<file path="src/rtl/adv7393_timing_gen_if.sv">
// Pixel-stream input and encoder-side output bundle for the ADV7393 timing generator.
// The generator attaches through the slave modport; the stream source and encoder observer use master.
interface adv7393_timing_gen_if #(
   parameter int DATA_W = 16
);
   logic              en;
   logic [DATA_W-1:0] s_data;
   logic              s_valid;
   logic              s_sof;
   logic              s_ready;
   logic              ic_hsync;
   logic              ic_vsync;
   logic [DATA_W-1:0] ic_data;
   logic              frame_start;
   logic              underflow;
   logic [15:0]       underflow_cnt;

   modport master (
      output en, s_data, s_valid, s_sof,
      input  s_ready, ic_hsync, ic_vsync, ic_data, frame_start, underflow, underflow_cnt
   );

   modport slave (
      input  en, s_data, s_valid, s_sof,
      output s_ready, ic_hsync, ic_vsync, ic_data, frame_start, underflow, underflow_cnt
   );
endinterface

</file>
<file path="src/rtl/adv7393_timing_gen.sv">
// Free-running video timing generator that aligns a pixel stream to frame boundaries
// and drives registered syncs and pixel data into an ADV7393 encoder.
module adv7393_timing_gen #(
   parameter int          DATA_W    = 16,
   parameter int          H_ACTIVE  = 720,
   parameter int          H_FP      = 16,
   parameter int          H_SYNC    = 62,
   parameter int          H_BP      = 60,
   parameter int          V_ACTIVE  = 480,
   parameter int          V_FP      = 9,
   parameter int          V_SYNC    = 6,
   parameter int          V_BP      = 30,
   parameter logic        HS_POL    = 1'b0,
   parameter logic        VS_POL    = 1'b0,
   parameter logic [15:0] BLANK_VAL = 16'h1080
) (
   input logic                 clk,
   input logic                 reset,
   adv7393_timing_gen_if.slave bus
);
   localparam int H_TOTAL = H_ACTIVE + H_FP + H_SYNC + H_BP;
   localparam int V_TOTAL = V_ACTIVE + V_FP + V_SYNC + V_BP;
   localparam int HW      = $clog2(H_TOTAL + 1);
   localparam int VW      = $clog2(V_TOTAL + 1);

   localparam logic [HW-1:0] H_ZERO     = HW'(0);
   localparam logic [HW-1:0] H_ONE      = HW'(1);
   localparam logic [HW-1:0] H_ACT_END  = HW'(H_ACTIVE);
   localparam logic [HW-1:0] H_SYNC_BEG = HW'(H_ACTIVE + H_FP);
   localparam logic [HW-1:0] H_SYNC_END = HW'(H_ACTIVE + H_FP + H_SYNC);
   localparam logic [HW-1:0] H_LAST     = HW'(H_TOTAL - 1);
   localparam logic [VW-1:0] V_ZERO     = VW'(0);
   localparam logic [VW-1:0] V_ONE      = VW'(1);
   localparam logic [VW-1:0] V_ACT_END  = VW'(V_ACTIVE);
   localparam logic [VW-1:0] V_SYNC_BEG = VW'(V_ACTIVE + V_FP);
   localparam logic [VW-1:0] V_SYNC_END = VW'(V_ACTIVE + V_FP + V_SYNC);
   localparam logic [VW-1:0] V_LAST     = VW'(V_TOTAL - 1);

   localparam logic [DATA_W-1:0] BLANK_W = BLANK_VAL[DATA_W-1:0];

   localparam logic [1:0] ST_IDLE      = 2'd0;
   localparam logic [1:0] ST_SYNC_WAIT = 2'd1;
   localparam logic [1:0] ST_STREAM    = 2'd2;

   logic [1:0]        state_r;
   logic [HW-1:0]     h_cnt_r;
   logic [VW-1:0]     v_cnt_r;
   logic              ic_hsync_r;
   logic              ic_vsync_r;
   logic [DATA_W-1:0] ic_data_r;
   logic              frame_start_r;
   logic              underflow_r;
   logic [15:0]       underflow_cnt_r;

   logic [1:0]        state_nxt_s;
   logic              ready_s;
   logic [DATA_W-1:0] data_nxt_s;
   logic              fs_nxt_s;
   logic              uf_nxt_s;
   logic              active_s;
   logic              origin_s;
   logic              stop_s;
   logic              hs_region_s;
   logic              vs_region_s;

   assign active_s    = (h_cnt_r < H_ACT_END) && (v_cnt_r < V_ACT_END);
   assign origin_s    = (h_cnt_r == H_ZERO) && (v_cnt_r == V_ZERO);
   // en is only honoured on the final clock of a frame so a frame is never cut short.
   assign stop_s      = (h_cnt_r == H_LAST) && (v_cnt_r == V_LAST) && !bus.en;
   assign hs_region_s = (h_cnt_r >= H_SYNC_BEG) && (h_cnt_r < H_SYNC_END);
   assign vs_region_s = (v_cnt_r >= V_SYNC_BEG) && (v_cnt_r < V_SYNC_END);

   // Stream acceptance, next pixel word and state transition for the current position.
   always_comb begin
      state_nxt_s = state_r;
      ready_s     = 1'b0;
      data_nxt_s  = BLANK_W;
      fs_nxt_s    = 1'b0;
      uf_nxt_s    = 1'b0;
      case (state_r)
         ST_IDLE: begin
            if (bus.en) begin
               state_nxt_s = ST_SYNC_WAIT;
            end else begin
               state_nxt_s = ST_IDLE;
            end
         end
         ST_SYNC_WAIT: begin
            if (origin_s && bus.s_valid && bus.s_sof) begin
               ready_s     = 1'b1;
               data_nxt_s  = bus.s_data;
               fs_nxt_s    = 1'b1;
               state_nxt_s = ST_STREAM;
            end else begin
               // Stale mid-frame beats are flushed; an SOF beat waits for the frame origin.
               ready_s     = bus.s_valid && !bus.s_sof;
               state_nxt_s = stop_s ? ST_IDLE : ST_SYNC_WAIT;
            end
         end
         ST_STREAM: begin
            if (active_s) begin
               if (!bus.s_valid || (bus.s_sof && !origin_s)) begin
                  uf_nxt_s    = 1'b1;
                  state_nxt_s = ST_SYNC_WAIT;
               end else begin
                  ready_s     = 1'b1;
                  data_nxt_s  = bus.s_data;
                  fs_nxt_s    = origin_s && bus.s_sof;
                  state_nxt_s = ST_STREAM;
               end
            end else begin
               state_nxt_s = stop_s ? ST_IDLE : ST_STREAM;
            end
         end
         default: begin
            state_nxt_s = ST_IDLE;
         end
      endcase
   end

   // FSM state and raster counters; counters sit at the origin while idle.
   always_ff @(posedge clk) begin
      if (reset) begin
         state_r <= ST_IDLE;
         h_cnt_r <= H_ZERO;
         v_cnt_r <= V_ZERO;
      end else begin
         state_r <= state_nxt_s;
         if (state_r == ST_IDLE) begin
            h_cnt_r <= H_ZERO;
            v_cnt_r <= V_ZERO;
         end else if (h_cnt_r == H_LAST) begin
            h_cnt_r <= H_ZERO;
            v_cnt_r <= (v_cnt_r == V_LAST) ? V_ZERO : (v_cnt_r + V_ONE);
         end else begin
            h_cnt_r <= h_cnt_r + H_ONE;
         end
      end
   end

   // Encoder-facing outputs, one clock behind the raster position that produced them.
   always_ff @(posedge clk) begin
      if (reset) begin
         ic_hsync_r      <= ~HS_POL;
         ic_vsync_r      <= ~VS_POL;
         ic_data_r       <= BLANK_W;
         frame_start_r   <= 1'b0;
         underflow_r     <= 1'b0;
         underflow_cnt_r <= 16'h0000;
      end else begin
         ic_hsync_r    <= ((state_r != ST_IDLE) && hs_region_s) ? HS_POL : ~HS_POL;
         ic_vsync_r    <= ((state_r != ST_IDLE) && vs_region_s) ? VS_POL : ~VS_POL;
         ic_data_r     <= data_nxt_s;
         frame_start_r <= fs_nxt_s;
         underflow_r   <= uf_nxt_s;
         if (uf_nxt_s && (underflow_cnt_r != 16'hFFFF)) begin
            underflow_cnt_r <= underflow_cnt_r + 16'h0001;
         end
      end
   end

   assign bus.s_ready       = ready_s & ~reset;
   assign bus.ic_hsync      = ic_hsync_r;
   assign bus.ic_vsync      = ic_vsync_r;
   assign bus.ic_data       = ic_data_r;
   assign bus.frame_start   = frame_start_r;
   assign bus.underflow     = underflow_r;
   assign bus.underflow_cnt = underflow_cnt_r;
endmodule

</file>
<file path="src/flat_wrapper.sv">
// flat-port wrapper written by rule: the top's interface ports become plain ports
module adv7393_timing_gen_flat 
#(
   parameter int          DATA_W    = 16,
   parameter int          H_ACTIVE  = 720,
   parameter int          H_FP      = 16,
   parameter int          H_SYNC    = 62,
   parameter int          H_BP      = 60,
   parameter int          V_ACTIVE  = 480,
   parameter int          V_FP      = 9,
   parameter int          V_SYNC    = 6,
   parameter int          V_BP      = 30,
   parameter logic        HS_POL    = 1'b0,
   parameter logic        VS_POL    = 1'b0,
   parameter logic [15:0] BLANK_VAL = 16'h1080
)
  (clk, reset, bus_en, bus_s_data, bus_s_valid, bus_s_sof, bus_s_ready, bus_ic_hsync, bus_ic_vsync, bus_ic_data, bus_frame_start, bus_underflow, bus_underflow_cnt);
  adv7393_timing_gen_if #(.DATA_W(DATA_W)) bus_i ();
  input logic clk;
  input logic reset;
  input wire logic [$bits(bus_i.en)-1:0] bus_en;
  input wire logic [$bits(bus_i.s_data)-1:0] bus_s_data;
  input wire logic [$bits(bus_i.s_valid)-1:0] bus_s_valid;
  input wire logic [$bits(bus_i.s_sof)-1:0] bus_s_sof;
  output wire logic [$bits(bus_i.s_ready)-1:0] bus_s_ready;
  output wire logic [$bits(bus_i.ic_hsync)-1:0] bus_ic_hsync;
  output wire logic [$bits(bus_i.ic_vsync)-1:0] bus_ic_vsync;
  output wire logic [$bits(bus_i.ic_data)-1:0] bus_ic_data;
  output wire logic [$bits(bus_i.frame_start)-1:0] bus_frame_start;
  output wire logic [$bits(bus_i.underflow)-1:0] bus_underflow;
  output wire logic [$bits(bus_i.underflow_cnt)-1:0] bus_underflow_cnt;
  assign bus_i.en = bus_en;
  assign bus_i.s_data = bus_s_data;
  assign bus_i.s_valid = bus_s_valid;
  assign bus_i.s_sof = bus_s_sof;
  assign bus_s_ready = bus_i.s_ready;
  assign bus_ic_hsync = bus_i.ic_hsync;
  assign bus_ic_vsync = bus_i.ic_vsync;
  assign bus_ic_data = bus_i.ic_data;
  assign bus_frame_start = bus_i.frame_start;
  assign bus_underflow = bus_i.underflow;
  assign bus_underflow_cnt = bus_i.underflow_cnt;
  adv7393_timing_gen #(.DATA_W(DATA_W), .H_ACTIVE(H_ACTIVE), .H_FP(H_FP), .H_SYNC(H_SYNC), .H_BP(H_BP), .V_ACTIVE(V_ACTIVE), .V_FP(V_FP), .V_SYNC(V_SYNC), .V_BP(V_BP), .HS_POL(HS_POL), .VS_POL(VS_POL), .BLANK_VAL(BLANK_VAL)) u_core (.clk(clk), .reset(reset), .bus(bus_i));
endmodule
</file>
<file path="config.mk">
export PLATFORM = sky130hd
export DESIGN_NAME = adv7393_timing_gen_flat
export DESIGN_NICKNAME = d
export VERILOG_FILES = /design/src/rtl/adv7393_timing_gen_if.sv /design/src/rtl/adv7393_timing_gen.sv /design/src/flat_wrapper.sv
export SDC_FILE = /design/constraint.sdc
export NUM_CORES = 1
export LEC_CHECK = 0
export CELL_PAD_IN_SITES_DETAIL_PLACEMENT = 1
export CELL_PAD_IN_SITES_GLOBAL_PLACEMENT = 1
export CORE_ASPECT_RATIO = 2
export CORE_MARGIN = 2
export CORE_UTILIZATION = 25
export CTS_BUF_LIST = sky130_fd_sc_hd__clkbuf_4 sky130_fd_sc_hd__clkbuf_8 sky130_fd_sc_hd__clkbuf_16
export CTS_CLUSTER_SIZE = 24
export DETAILED_ROUTE_END_ITERATION = 7
export GPL_TIMING_DRIVEN = 1
export PLACE_DENSITY = 0.65
export SETUP_SLACK_MARGIN = 0.15
export SLEW_MARGIN = 20
export SYNTH_ARGS = -nofsm -noshare
export SYNTH_HDL_FRONTEND = slang
export SYNTH_SLANG_ARGS = --single-unit
</file>
<file path="constraint.sdc">
create_clock -name clk -period 1.85 [get_ports clk]
set_input_delay 0.185 -clock clk [delete_from_list [all_inputs] [get_ports clk]]
set_output_delay 0.185 -clock clk [all_outputs]
set_load 0.02 [all_outputs]
</file>
After elaboration in Yosys (flattened, before gate mapping)
Index checks and enable logic that the tools add are counted.
{"block": "op_classes", "addsub": 3, "order_cmp": 6, "eq_ne": 5, "muxes": 25, "bitwise": 2, "reduce_logical": 25}
{"op": "two-way mux 16 bit", "n": 3}
{"op": "one-hot mux 16 bit (2 select lines)", "n": 1}
{"op": "adder 10 x 1 -> 10 bit (second input constant)", "n": 2}
{"op": "== test 10 bit (second input constant)", "n": 2}
{"op": "zero test 10 bit", "n": 2}
{"op": "less-than comparator 10 bit (second input constant)", "n": 2}
{"op": "less-than comparator 10 x 9 -> 1 bit (second input constant)", "n": 2}
{"op": "adder 16 x 1 -> 16 bit (second input constant)", "n": 1}
{"op": "!= test 16 bit (second input constant)", "n": 1}
{"op": "logical AND 1 bit", "n": 14}
{"op": "two-way mux 1 bit", "n": 13}
{"op": "greater-or-equal comparator 10 bit (second input constant)", "n": 1}
{"op": "greater-or-equal comparator 10 x 9 -> 1 bit (second input constant)", "n": 1}
{"op": "two-way mux 10 bit", "n": 1}
{"op": "two-way mux 2 bit", "n": 4}
{"op": "one-hot mux 2 bit (3 select lines)", "n": 1}
{"op": "zero test 1 bit", "n": 4}
{"op": "one-hot mux 1 bit (2 select lines)", "n": 2}
{"op": "OR reduction 3 bit", "n": 1}
{"op": "== test 2 x 1 -> 1 bit (second input constant)", "n": 1}
{"op": "== test 2 bit (second input constant)", "n": 1}
{"op": "zero test 2 bit", "n": 1}
{"op": "nonzero test 2 bit", "n": 1}
{"op": "OR reduction 2 bit", "n": 1}
{"op": "3 further kinds", "n": 3}
{"block": "totals", "reg_bits": 58, "inputBits": 21, "out_inout_bits": 37, "word_cells": 75}

Longest topological paths before layout
{"block": "logic_depth", "ltp_word": 9, "ltp_mapped": 9, "ltp_nobuf": 7}

Worst setup path before layout
Ideal clock, no wire load.
{"block": "synth_timing", "kind": "reg-to-reg", "from": "register u_core.underflow_cnt_r[0], in the netlist u_core.bus.underflow_cnt[0]", "to": "register u_core.underflow_cnt_r[7], in the netlist u_core.bus.underflow_cnt[7]", "setup_ns": 0.121, "arrival_ns": 1.962, "required_time_ns": 1.729, "setup_slack_ns": -0.233, "path_stages_with_launch": 8, "synth_period_minus_slack_ns": 2.083, "path_cell_list": "dfxtp_1 ha_1 nand2_1 or4_1 clkbuf_1 nor2_1 nor4b_1 mux2_2"}
{"block": "synth_between", "elab_chain_len": 2}
{"item": "start: declaration", "line_no": "adv7393_timing_gen.sv:53", "source": "logic [15:0] underflow_cnt_r;"}
{"item": "start signal: assignment", "line_no": "adv7393_timing_gen.sv:157", "source": "underflow_cnt_r <= underflow_cnt_r + 16'h0001;"}
{"item": "branches (longest 2 deep; another with adder 16 x 1 -> 16 bit)"}
Parallel ways; which one is timed is not known.
A chain may end at the register's enable or synchronous reset.

Final worst setup path
{"block": "layout_timing", "from": "register u_core.h_cnt_r[5]", "to": "output port bus_s_ready"}
{"block": "layout_between", "elab_chain_len": 9}
{"item": "start: declaration", "line_no": "adv7393_timing_gen.sv:46", "source": "logic [HW-1:0] h_cnt_r;"}
{"item": "start signal: assignment", "line_no": "adv7393_timing_gen.sv:136", "source": "h_cnt_r <= h_cnt_r + H_ONE;"}
{"item": "branches (longest 7 deep; another with less-than comparator 10 bit)"}
{"item": "one-hot mux 1 bit (2 select lines) (*)", "line_no": "adv7393_timing_gen.sv:80", "source": "case (state_r)"}
{"item": "bitwise AND 1 bit (*)", "line_no": "adv7393_timing_gen.sv:162", "source": "assign bus.s_ready = ready_s & ~reset;"}
{"item": "end: declaration", "line_no": "flat_wrapper.sv:25", "source": "output wire logic [$bits(bus_i.s_ready)-1:0] bus_s_ready;"}
Mark *: on every way between the ends.

==> results <==
- The run finished, with violations left.
- The checks that failed: setup timing.
- The die width is 77.66 um.
- The CTS tree is yes.
- Sequential cells burn 41.2% of the power.
- On the critical path, the stage with the largest delay is an instance of sky130_fd_sc_hd__and4bb_2.
- In this run the tightest slew margin relative to its limit is 76.44%.
- The finished layout holds 588 standard cells, fillers aside.
- Of all nets on the critical path, the largest fanout is 3.
- The number of synthesized flops with an enable pin is 0.
- The switching share of total power is 22.79%.
- The required time reported for the critical path endpoint is 1660 ps.
- The core region is 0.01054 sq mm.
- The via density per instance is 4.862.
- The setup violation total in the final timing report is 16.
- For this design the static power due to leakage is 1.790 nW.
- Summing the sequential cell areas from Yosys gives 42.80% of the chip area.
- The endpoint type of the worst setup path is a primary output.
- Internal power comes to 2.366 mW.
- The final weighted congestion in routability-driven placement is 0.8293.
- Between clock sinks in the finished design, the worst skew comes to 2.043 ps.
- The library cell used most frequently in the layout, excluding fill and tap cells, is sky130_fd_sc_hd__buf_4.
- The total number of vias is 2859.
- Synthesis produced a netlist with a net count of 347.
- The number of global-route vias before repair is 3207.
- For this configuration, the core starts out at a cell density of 25.73%.
- In this run, CTS created clock tree buffers numbering 9.
- The total overflow left after global routing is 0.
- The main combinational cell family by area after synthesis is simple AND/OR/NAND/NOR gates.
- The final core utilization is 45.21%.
- The DRC marker count from the first detailed-route iteration is 100.
- The pre-antenna-repair detailed-routing pass consisted of 4 iterations.
- Synthesis instantiated 42 different standard cells from the library.
- For this run, global-route usage on met1 was measured as 15.09%.
- VDD sags by at most 444.2 uV.
- The layer flagged by global routing as most heavily used is met2.
- Grouping stages by cell kind, the critical path spends the most delay in simple AND/OR/NAND/NOR gates.
- The post-layout minimum cycle time is 1989 ps.
- The synthesis-to-finish area growth is 75.74%.
- The maximum single-stage delay on the critical path is 350 ps.
- Row generation in the floorplan step produced 53 rows.
- Of the total synthesized cell area, the portion taken by AND, OR, NAND and NOR gates is 29.66%.
- In the layout the commonest cells are sky130_fd_sc_hd__buf_4, sky130_fd_sc_hd__clkdlybuf4s50_1, sky130_fd_sc_hd__nor2_1.
- The met3 capacity usage during global routing is 2.980%.
- Yosys printed 0 warnings.
- The number of port buffers is 57.
- Together, buffers and inverters on the worst path number 2.
- The clock net in this run drives a total of 58 sinks.
- Summed over all nets, the switching power comes to 0.6983 mW.
- The final net count is 480.
- The global-route wire length before repair is 15.39 mm.
- The type of the worst setup path is register to primary output.
- Of the total synthesized cell area, the portion taken by XOR and XNOR cells is 5.166%.
- The max-slew violation count is 0.
- The fraction of the cycle the final worst path needs is 107.5%.
- The count of mapped cells out of synthesis is 314.
- Of the total power, combinational logic draws 8.5%.
- The setup slack of the most critical reg-to-reg path is -100 ps.
- The H-tree was split into 3 levels.
- In this run the remaining antenna-violating nets after routing total 0.
- The routing usage on met2 is 34.31%.
- The die is 151.3 um tall.
- The kind of start point of the critical path is a register.
- The power per unit of standard cell area is 642.8 mW/mm^2.
- The DRC violations left is 0.
- The adder-cell area share of the yosys netlist is 5.535%.
- Setup repair after global routing could not meet its margin everywhere.
- The repair_antennas step left the layout with diodes totalling 0.
- The path class of the lowest-slack min-delay path is primary input to register.
- The post-route netlist has 40.35% of its cells at a drive strength greater than 1.
- The later pin in the worst-skew pair is clocked with a latency of 330 ps.
- For this run, asynchronously set or reset flops after synthesis account for 0%.
- The tree is rooted in a sky130_fd_sc_hd__clkbuf_16.
- The synthesized netlist devotes 11.07% of its cell area to compound gates.
- The maximum root-to-sink buffer count is 2.
- The maximum number of pins on one net before global-route repair is 26.
- In the post-route analysis, the smallest setup slack over all paths is -139.2 ps.
- The achievable frequency is 0.5027 GHz.
- The proportion of power drawn by the clock network is 50.3%.
- Global routing used 16.88% of the available tracks.
- The mean post-synth cell area is 8.639 sq um.
- At the worst endpoint, the arrival time is 1800 ps.
- The mapped cell area is 0.002713 sq mm.
- The register bit count reported by yosys is 58.
- The die covers 0.01175 sq mm.
- Among all flip-flop cells after synthesis, the most frequent one is sky130_fd_sc_hd__dfxtp_1.
- The signal on the critical path passes through o2111a_2 -> and4bb_2 -> buf_4 -> o21ai_4 -> nor2_2 -> buf_4.
- The max-capacitance violation count is 0.
- Multiplexer cells account for 2.076% of the synthesized area.
- The transition time of the tightest slew-check pin is 352.6 ps.
- After clock tree synthesis, the clock-pin slew on the worst setup and hold paths is 50 ps.
- In this run the count of I/O pins placed on the die edge is 58.
- The post-detailed-routing wire length is 9.688 mm.
- The instance count after placement with tap cells included is 563.
- The cell repeated most along the worst path is sky130_fd_sc_hd__buf_4.
- Once detailed placement completed, the half-perimeter wirelength came to 7.008 mm.
- The initial antenna violation count was 0.
- Dividing the detail-routed wire length by the instance count gives 16.48 um.
- The number of hold violations in the final report is 0.
[cell usage after synthesis, types with 2 or more instances]
master | n | area [sq um]
sky130_fd_sc_hd__xor2_1 | 12 | 105.1
sky130_fd_sc_hd__dfxtp_1 | 58 | 1161
sky130_fd_sc_hd__nor4_1 | 6 | 37.54
sky130_fd_sc_hd__inv_1 | 8 | 30.03
sky130_fd_sc_hd__nor4b_1 | 2 | 17.52
sky130_fd_sc_hd__buf_2 | 2 | 10.01
sky130_fd_sc_hd__mux2_2 | 5 | 56.30
sky130_fd_sc_hd__nand4_1 | 12 | 75.07
sky130_fd_sc_hd__o31ai_1 | 3 | 22.52
sky130_fd_sc_hd__xnor2_1 | 4 | 35.03
sky130_fd_sc_hd__or4_1 | 5 | 37.54
sky130_fd_sc_hd__and3_1 | 5 | 31.28
sky130_fd_sc_hd__or3_1 | 9 | 56.30
sky130_fd_sc_hd__a21oi_1 | 15 | 75.07
sky130_fd_sc_hd__ha_1 | 12 | 150.1
sky130_fd_sc_hd__o2111ai_1 | 3 | 26.28
sky130_fd_sc_hd__nor3b_1 | 10 | 75.07
sky130_fd_sc_hd__nor2b_1 | 6 | 37.54
sky130_fd_sc_hd__nand2_1 | 28 | 105.1
sky130_fd_sc_hd__buf_1 | 2 | 7.510
sky130_fd_sc_hd__and4_1 | 2 | 17.52
sky130_fd_sc_hd__o21a_1 | 2 | 15.01
sky130_fd_sc_hd__nor2_1 | 41 | 153.9
sky130_fd_sc_hd__nand3_1 | 13 | 65.06
sky130_fd_sc_hd__clkbuf_1 | 8 | 30.03
sky130_fd_sc_hd__nor3_1 | 7 | 35.03
sky130_fd_sc_hd__or3b_2 | 2 | 17.52
sky130_fd_sc_hd__o21ai_0 | 15 | 75.07
sky130_fd_sc_hd__buf_6 | 2 | 22.52
sky130_fd_sc_hd__a22oi_1 | 2 | 15.01
sky130_fd_sc_hd__a21boi_0 | 2 | 15.01
[registers in the layout, summed over array words and instances (netlist names)]
name                      flops
u_core.state_r                2
u_core.bus.ic_data           16
u_core.bus.underflow          1
u_core.bus.underflow_cnt     16
u_core.bus.ic_vsync           1
u_core.bus.frame_start        1
u_core.h_cnt_r               10
u_core.bus.ic_hsync           1
u_core.v_cnt_r               10
[stage by stage]
stage          area, sq um  TNS (ps)  hold WS, ps  power (mW)  setup slack (ps)
4_1_cts               4616     -1143        374.1       3.085            -135.7
2_1_floorplan         2831    -145.1        298.8       1.382            -46.71
3_5_place_dp          4019     -5542        493.8       1.505            -342.9
6_report              4767     -1188        384.0       3.064            -139.2
5_1_grt               4767     -3098        393.3       3.178            -206.8
3_3_place_gp          4019     -4171        486.1       1.500            -346.0
[power groups by stage]
stage          Sequential (mW)  Combinational, mW  Clock, mW
6_report                  1.26              0.260       1.54
5_1_grt                   1.26              0.280       1.64
4_1_cts                   1.26              0.241       1.58
3_5_place_dp              1.29              0.215          0
3_3_place_gp              1.29              0.210          0
2_1_floorplan             1.30             0.0832          0
[worst reg2reg max path, stage by stage, from the launching register on]
cell                       delay [ps]
sky130_fd_sc_hd__dfxtp_2          320
sky130_fd_sc_hd__o2111a_2         290
sky130_fd_sc_hd__and4bb_2         360
sky130_fd_sc_hd__o211ai_4         110
sky130_fd_sc_hd__buf_12           170
sky130_fd_sc_hd__or4_1            480
sky130_fd_sc_hd__a21oi_1          140
[path summary, 6_finish.rpt]
| path | startpoint | end | depth (start not counted) |
|---|---|---|---|
| worst min-delay path | bus_s_data[15] | u_core.bus.ic_data[15] | 3 |
| worst max-delay path | u_core.h_cnt_r[5] | bus_s_ready | 6 |
| worst max register to register | u_core.h_cnt_r[5] | u_core.bus.underflow_cnt[14] | 6 |
| worst min register to register | u_core.bus.underflow_cnt[4] | u_core.bus.underflow_cnt[4] | 2 |
[layer usage]
layer / up-vias / wire length [um]
met5: - / 0
met4: 0 / 338
met2: 51 / 5929
met1: 1403 / 3196
li1: 1377 / -
met3: 28 / 223
[cell families (layout without fill, tap and decap cells)]
logic type,count (synthesis),count (layout)
AND/OR/NAND/NOR,153,153
flip-flops,58,58
AO/OA/AOI/OAI,48,48
buffers and inverters,22,159
XOR/XNOR,16,16
adder cells (fa/ha/maj),12,12
multiplexers,5,5
[what timing repair did]
action	in CTS	in global routing
resized for setup	67	34
pin swaps	27	13
setup buffers	8	1
gates cloned	1	0
hold buffers	0	0
setup endpoints to repair	55	50
[layout make-up]
class | count | area (sq um)
flip-flops and latches | 58 | 1195
inverters | 8 | 30.03
well taps | 137 | 171.4
clock inverters | 3 | 15.01
repair buffers | 136 | 1251
fillers | 1192 | 5777
multi-input cells | 234 | 1844
clock buffers | 12 | 260.3
Note: power is estimated with default switching activity, not from simulation.
